`src/rtl/vga_rst_ctrl_if.sv`:
```
// Control bundle between the VGA reset/enable controller and the pixel driver.
// master: the controller (drives resets and strobes, reads the enable request).
// slave:  the driver side.
interface vga_rst_ctrl_if;
   logic       en;
   logic       rst_sync;
   logic       pix_ce;
   logic       run;
   logic [1:0] state;

   modport master (
      input  en,
      output rst_sync,
      output pix_ce,
      output run,
      output state
   );

   modport slave (
      output en,
      input  rst_sync,
      input  pix_ce,
      input  run,
      input  state
   );
endinterface

```
`src/rtl/vga_rst_ctrl.sv`:
```
// VGA reset sequencer: synchronizes reset release and the enable request, holds the
// downstream reset for HOLD_CYCLES after release, then gates a divided pixel
// clock-enable while the driver is enabled.
module vga_rst_ctrl #(
   parameter int unsigned HOLD_CYCLES = 16,
   parameter int unsigned PIX_DIV     = 2
) (
   input  logic           clk,
   input  logic           rst,
   vga_rst_ctrl_if.master bus
);

   localparam logic [1:0] StRst  = 2'd0;
   localparam logic [1:0] StHold = 2'd1;
   localparam logic [1:0] StIdle = 2'd2;
   localparam logic [1:0] StRun  = 2'd3;

   localparam int unsigned HoldW = $clog2(HOLD_CYCLES + 1);
   localparam int unsigned DivW  = (PIX_DIV > 1) ? $clog2(PIX_DIV) : 1;

   localparam logic [HoldW-1:0] HoldMax = HoldW'(HOLD_CYCLES - 1);
   localparam logic [DivW-1:0]  DivMax  = DivW'(PIX_DIV - 1);

   logic             rs_meta;
   logic             rs;
   logic             en_meta;
   logic             en_s;
   logic [1:0]       state_q, state_d;
   logic [HoldW-1:0] hold_q, hold_d;
   logic [DivW-1:0]  div_q, div_d;
   logic             rst_sync_q;
   logic             run_q;
   logic             pix_ce_q;

   // Reset-release synchronizer: asserts immediately, releases two edges later.
   always_ff @(posedge clk or posedge rst) begin
      if (rst) begin
         rs_meta <= 1'b1;
         rs      <= 1'b1;
      end else begin
         rs_meta <= 1'b0;
         rs      <= rs_meta;
      end
   end

   // Enable synchronizer; en is asynchronous to clk.
   always_ff @(posedge clk or posedge rst) begin
      if (rst) begin
         en_meta <= 1'b0;
         en_s    <= 1'b0;
      end else begin
         en_meta <= bus.en;
         en_s    <= en_meta;
      end
   end

   // Next-state logic; counters idle at zero outside their own state.
   always_comb begin
      state_d = state_q;
      hold_d  = '0;
      div_d   = '0;
      case (state_q)
         StRst: begin
            if (!rs) state_d = StHold;
         end
         StHold: begin
            if (hold_q == HoldMax) state_d = StIdle;
            else                   hold_d  = hold_q + HoldW'(1);
         end
         StIdle: begin
            if (en_s) state_d = StRun;
         end
         StRun: begin
            if (!en_s)                state_d = StIdle;
            else if (div_q != DivMax) div_d   = div_q + DivW'(1);
         end
         default: state_d = StRst;
      endcase
   end

   // State, counters and registered outputs all derived from next state.
   always_ff @(posedge clk or posedge rst) begin
      if (rst) begin
         state_q    <= StRst;
         hold_q     <= '0;
         div_q      <= '0;
         rst_sync_q <= 1'b1;
         run_q      <= 1'b0;
         pix_ce_q   <= 1'b0;
      end else begin
         state_q    <= state_d;
         hold_q     <= hold_d;
         div_q      <= div_d;
         rst_sync_q <= (state_d == StRst) || (state_d == StHold);
         run_q      <= (state_d == StRun);
         pix_ce_q   <= (state_d == StRun) && (div_d == DivMax);
      end
   end

   assign bus.state    = state_q;
   assign bus.rst_sync = rst_sync_q;
   assign bus.run      = run_q;
   assign bus.pix_ce   = pix_ce_q;

endmodule

```
`src/flat_wrapper.sv`:
```
// flat-port wrapper written by rule: the top's interface ports become plain ports
module vga_rst_ctrl_flat 
#(
   parameter int unsigned HOLD_CYCLES = 16,
   parameter int unsigned PIX_DIV     = 2
)
  (clk, rst, bus_en, bus_rst_sync, bus_pix_ce, bus_run, bus_state);
  vga_rst_ctrl_if bus_i ();
  input  logic clk;
  input  logic rst;
  input wire logic [$bits(bus_i.en)-1:0] bus_en;
  output wire logic [$bits(bus_i.rst_sync)-1:0] bus_rst_sync;
  output wire logic [$bits(bus_i.pix_ce)-1:0] bus_pix_ce;
  output wire logic [$bits(bus_i.run)-1:0] bus_run;
  output wire logic [$bits(bus_i.state)-1:0] bus_state;
  assign bus_i.en = bus_en;
  assign bus_rst_sync = bus_i.rst_sync;
  assign bus_pix_ce = bus_i.pix_ce;
  assign bus_run = bus_i.run;
  assign bus_state = bus_i.state;
  vga_rst_ctrl #(.HOLD_CYCLES(HOLD_CYCLES), .PIX_DIV(PIX_DIV)) u_core (.clk(clk), .rst(rst), .bus(bus_i));
endmodule
```
`config.mk`:
```
export PLATFORM = sky130hd
export DESIGN_NAME = vga_rst_ctrl_flat
export DESIGN_NICKNAME = d
export VERILOG_FILES = /design/src/rtl/vga_rst_ctrl_if.sv /design/src/rtl/vga_rst_ctrl.sv /design/src/flat_wrapper.sv
export SDC_FILE = /design/constraint.sdc
export NUM_CORES = 1
export LEC_CHECK = 0
export ABC_CLOCK_PERIOD_IN_PS = 2300
export CAP_MARGIN = 25
export CELL_PAD_IN_SITES_DETAIL_PLACEMENT = 0
export CELL_PAD_IN_SITES_GLOBAL_PLACEMENT = 1
export CORE_AREA = 2 2 39 41
export CTS_CLUSTER_DIAMETER = 120
export DETAILED_ROUTE_END_ITERATION = 12
export DIE_AREA = 0 0 41 43
export PLACE_DENSITY_LB_ADDON = 0.1
export SLEW_MARGIN = 10
export SYNTH_ARGS = -nofsm -noshare
export SYNTH_HDL_FRONTEND = slang
export SYNTH_SLANG_ARGS = --single-unit
```
`constraint.sdc`:
```
create_clock -name clk -period 2.3 [get_ports clk]
set_clock_uncertainty 0.05 [all_clocks]
set_input_delay 0.69 -clock clk [delete_from_list [all_inputs] [get_ports clk]]
set_output_delay 0.69 -clock clk [all_outputs]
set_load 0.01 [all_outputs]
```
After elaboration in Yosys (flattened, before gate mapping)
Cells that the tools add are included.
- register bits: 15
- latch bits: 0
- memory bits (writable): 0
- bits in read-only memories: 0
- output and inout port bits: 5
- memories: 0
- add/sub/neg operators: 2
- multipliers: 0
- divide/modulo/power cells: 0
- $lt $le $gt $ge: 0
- equality and inequality tests: 6
- shift-type cells: 0
- mux-type cells: 10
- bitwise gates (word level): 0
- reduce and logical (&&, ||, !) cells: 4
- operator list (kind ; count):
    5-bit two-way mux ; 2
    2-bit two-way mux ; 4
    2-bit case mux with 4 select lines ; 1
    2-bit equality test, second input constant ; 3
    5-bit by 1-bit adder with 5-bit output, second input constant ; 1
    5-bit by 4-bit equality test with 1-bit output, second input constant ; 1
    2-bit by 1-bit equality test with 1-bit output, second input constant ; 2
    2-bit logical NOT ; 2
    1-bit two-way mux ; 3
    1-bit adder, second input constant ; 1
    1-bit logical AND ; 1
    1-bit logical OR ; 1

Longest topological paths before layout
- word-level depth: 5
- gate-level depth with buffers: 4
- mapped depth without buffers: 4

Least setup slack after synthesis
OpenSTA, ideal clock, no wires.
- path type: register to output
- start point: reg u_core.rst_sync_q, in the netlist u_core.bus.rst_sync
- end point: out bus_rst_sync
- arrival time: 0.520 ns
- data required time: 1.560 ns
- path slack: 1.040 ns
- stages on the path, launching flop included: 1
- buffers on the path: 0
- cell sequence: dfstp_2
- RTL lines (element ; line ; text):
    from (decl) ; vga_rst_ctrl.sv:31 ; logic rst_sync_q;
    from (signal assigned) ; vga_rst_ctrl.sv:94 ; rst_sync_q <= (state_d == StRst) || (state_d == StHold);
    to (decl) ; flat_wrapper.sv:12 ; output wire logic [$bits(bus_i.rst_sync)-1:0] bus_rst_sync;
No word-level cell between the ends.

Worst setup path after layout
- start point: reg u_core.state_q[1], in the netlist u_core.bus.state[1]
- end point: out bus_state[1]
- RTL lines (element ; line ; text):
    from (decl) ; vga_rst_ctrl.sv:28 ; logic [1:0] state_q, state_d;
    from (signal assigned) ; vga_rst_ctrl.sv:84 ; state_q <= StRst;
    from (signal assigned) ; vga_rst_ctrl.sv:91 ; state_q <= state_d;
    to (decl) ; flat_wrapper.sv:15 ; output wire logic [$bits(bus_i.state)-1:0] bus_state;
No word-level cell between the ends.

==> out/summary.txt <==
status: finished clean
reg-to-reg critical path startpoint: u_core.hold_q[0]
worst reg-to-reg setup slack: 1.09 ns
Longest Clk Path Bufs: 2
Mapped Area: 532 um^2
core area: 1380 um^2
Syn Inst Count: 38
Final Non-Filler Cells: 65
clock sinks: 15
area delta synth->final: 22.1%
antenna diode count: 0
setup tns final: 0 ns
Max Slew Vio Count: 0
Vias per Instance: 4.60
final period utilization: 91.2%
ys flop type: dfrtp_1
area taken by multi-input logic gates: 141 um^2
gpl congestion: 0.633
Yosys cell types: 18
Worst Tran Pin Value: 0.543 ns
Syn Nets: 42
Bufs and invs on worst path: 1
placed wire-length estimate: 507 um
# resized after CTS: 0
vias in the first global route: 323
first-pass GRT wire length: 1230 um
peak supply drop: 0.320 mV
number of flops mapped to enable cells by yosys: 0
Tot GR Track Use: 11.2%
area share of the largest cell type after synthesis: 56.5%
Area contributors post-synth: dfrtp_1 (56%), dfstp_2 (15%), xor2_1 (3.3%), nor2_1 (2.8%), nor3b_1 (2.8%)
max frequency: 477 MHz
Worst Path Arrival: 1.36 ns
slowest CP cell: clkdlybuf4s50_1
Final Util: 46.9%
Starting DRT DRC Count: 0
critical path type: reg2out
class of the worst hold path: reg2reg
element type at the critical path start: flip-flop
reg2reg end: u_core.bus.state[0]
CTS tree: yes
most common cell in the netlist: dfrtp_1
relative slew slack: 63.7%
Tot Pwr: 0.439 mW
crit-path cells: clkdlybuf4s50_1
via count: 299
Clk pin slew, worst setup/hold paths: 0.09 ns
Final nets: 54
Site Rows: 14
drt pass-1 iters: 1
I/O Pins: 8
Remaining Overflow, GRT: 0
hold path start: u_core.en_meta
asr flop ratio synth: 100%
CTS root buf: clkbuf_4
DIE AREA: 1760 um^2
# fillers: 138
synth cell count leaders: dfrtp_1 (12), nor2_1 (4), dfstp_2 (3), inv_1 (3)
Hold Crit Depth: 0
# Post-CTS Setup Buffers: 0
crit end category: output pin
wirelength, routed: 667 um
Min Clock Period, post-route: 2.10 ns
remaining antenna violation count after routing: 0
Leak: 0.306 nW
TritonCTS Buffers: 3
Power Density: 675 nW/um^2
share of cells above drive strength 1: 22.4%
Final Setup Violations: 0
H-tree Lvls: 1
Seq cells post-synth: 15
Avg Inst Size Synth: 14.0 um^2
Die X: 41 um
Req. time, crit path: 1.56 ns
cell taking the most area after synthesis: dfrtp_1
Hold Path End: u_core.en_s
sequential cell area: 379 um^2
pin count of the biggest net entering global routing: 16
Syn. warnings: 0
sequential element share of the synthesized area: 71.3%
Initial Util: 38.4%
CP max FO: 6
CP peak stage delay: 0.59 ns
DRC Markers: 0
hold slack: 0.305 ns
IO buf count: 7
Die H: 43 um
reg2reg path depth: 4
routed len/inst: 10.3 um
placed instance count: 61
delay-heaviest family, CP: buffers and inverters
Max-Cap Viols: 0
hold_buf cts: 0
RSZ-0062 raised after global routing: no
Clk Latency, worst-skew pair: 0.28 ns
final hold vios: 0
initial antenna violation count: 0
==> where the power goes <==
part | switching (mW) | leakage, nW | internal (mW)
Combinational | 0.00907 | 0.105 | 0.0102
Clock | 0.0791 | 0.0177 | 0.0644
Sequential | 0.00360 | 0.183 | 0.272
Total | 0.0918 | 0.306 | 0.347
==> kinds of logic after synthesis <==
logic type / Yosys count / synth area share [%]
flops: 15 / 71.3
simple gates: 12 / 14.6
fa+ha+maj: 1 / 2.35
other cells: 1 / 0.705
compound gates: 4 / 5.65
xor+xnor: 2 / 3.29
buf+inv: 3 / 2.12
==> layer usage <==
metal / up-vias / GRT usage (%) / share of wire [%]
met5: - / 0 / 0
met4: 0 / 12.0 / 1.8
met3: 2 / 3.14 / 5.4
met2: 8 / 16.3 / 50
met1: 147 / 11.5 / 42
li1: 142 / - / -
==> worst register-to-register path, delay by kind of cell (launching register included) <==
| family | cells | cell delay (ns) |
|---|---|---|
| AOI/OAI and AO/OA | 2 | 0.33 |
| adders and majority gates | 1 | 0.21 |
| DFF | 1 | 0.38 |
| and+or+nand+nor | 1 | 0.11 |
==> sequential cells by signal (all words and copies together), names as in the netlist <==
signal	flops
u_core.div_q	1
u_core.en_meta	1
u_core.rs	1
u_core.bus.state	2
u_core.rs_meta	1
u_core.en_s	1
u_core.hold_q	5
u_core.bus.run	1
u_core.bus.rst_sync	1
u_core.bus.pix_ce	1
==> layout make-up <==
type                    count  share of cell area (%)
multi-input cells          20                    21.8
clock inverters             1                   0.771
well taps                  16                    3.08
flip-flops and latches     15                    58.4
clock buffers               3                    3.47
inverters                   3                    1.73
repair buffers              7                    10.8
==> cell usage in the layout (no fill, tap or decap), drive strengths merged, types with 2 or more instances in the layout <==
| master | n |
|---|---|
| dfrtp | 12 |
| clkbuf | 3 |
| nand3 | 2 |
| nor3b | 2 |
| xor2 | 2 |
| clkdlybuf4s50 | 7 |
| dfstp | 3 |
| nor2 | 4 |
| inv | 3 |
==> worst max-delay path by stage <==
stage	slack, ns	endpoint	cells after the start	startpoint
floorplan	1.04	bus_rst_sync	0	u_core.bus.rst_sync
finish	0.20	bus_state[1]	1	u_core.bus.state[1]
global placement	0.54	bus_state[1]	1	u_core.bus.state[1]
CTS	0.18	bus_state[1]	1	u_core.bus.state[1]
detailed placement	0.50	bus_state[1]	1	u_core.bus.state[1]
global route	0.14	bus_state[1]	1	u_core.bus.state[1]
==> through the flow <==
| step | cell area [um^2] | setup WS (ns) |
|---|---|---|
| 3_5_place_dp | 622 | 0.495 |
| 2_1_floorplan | 532 | 1.04 |
| 4_1_cts | 649 | 0.182 |
| 6_report | 649 | 0.202 |
| 5_1_grt | 649 | 0.144 |
| 3_3_place_gp | 622 | 0.539 |
No activity file was read; power rests on OpenSTA's default activity.
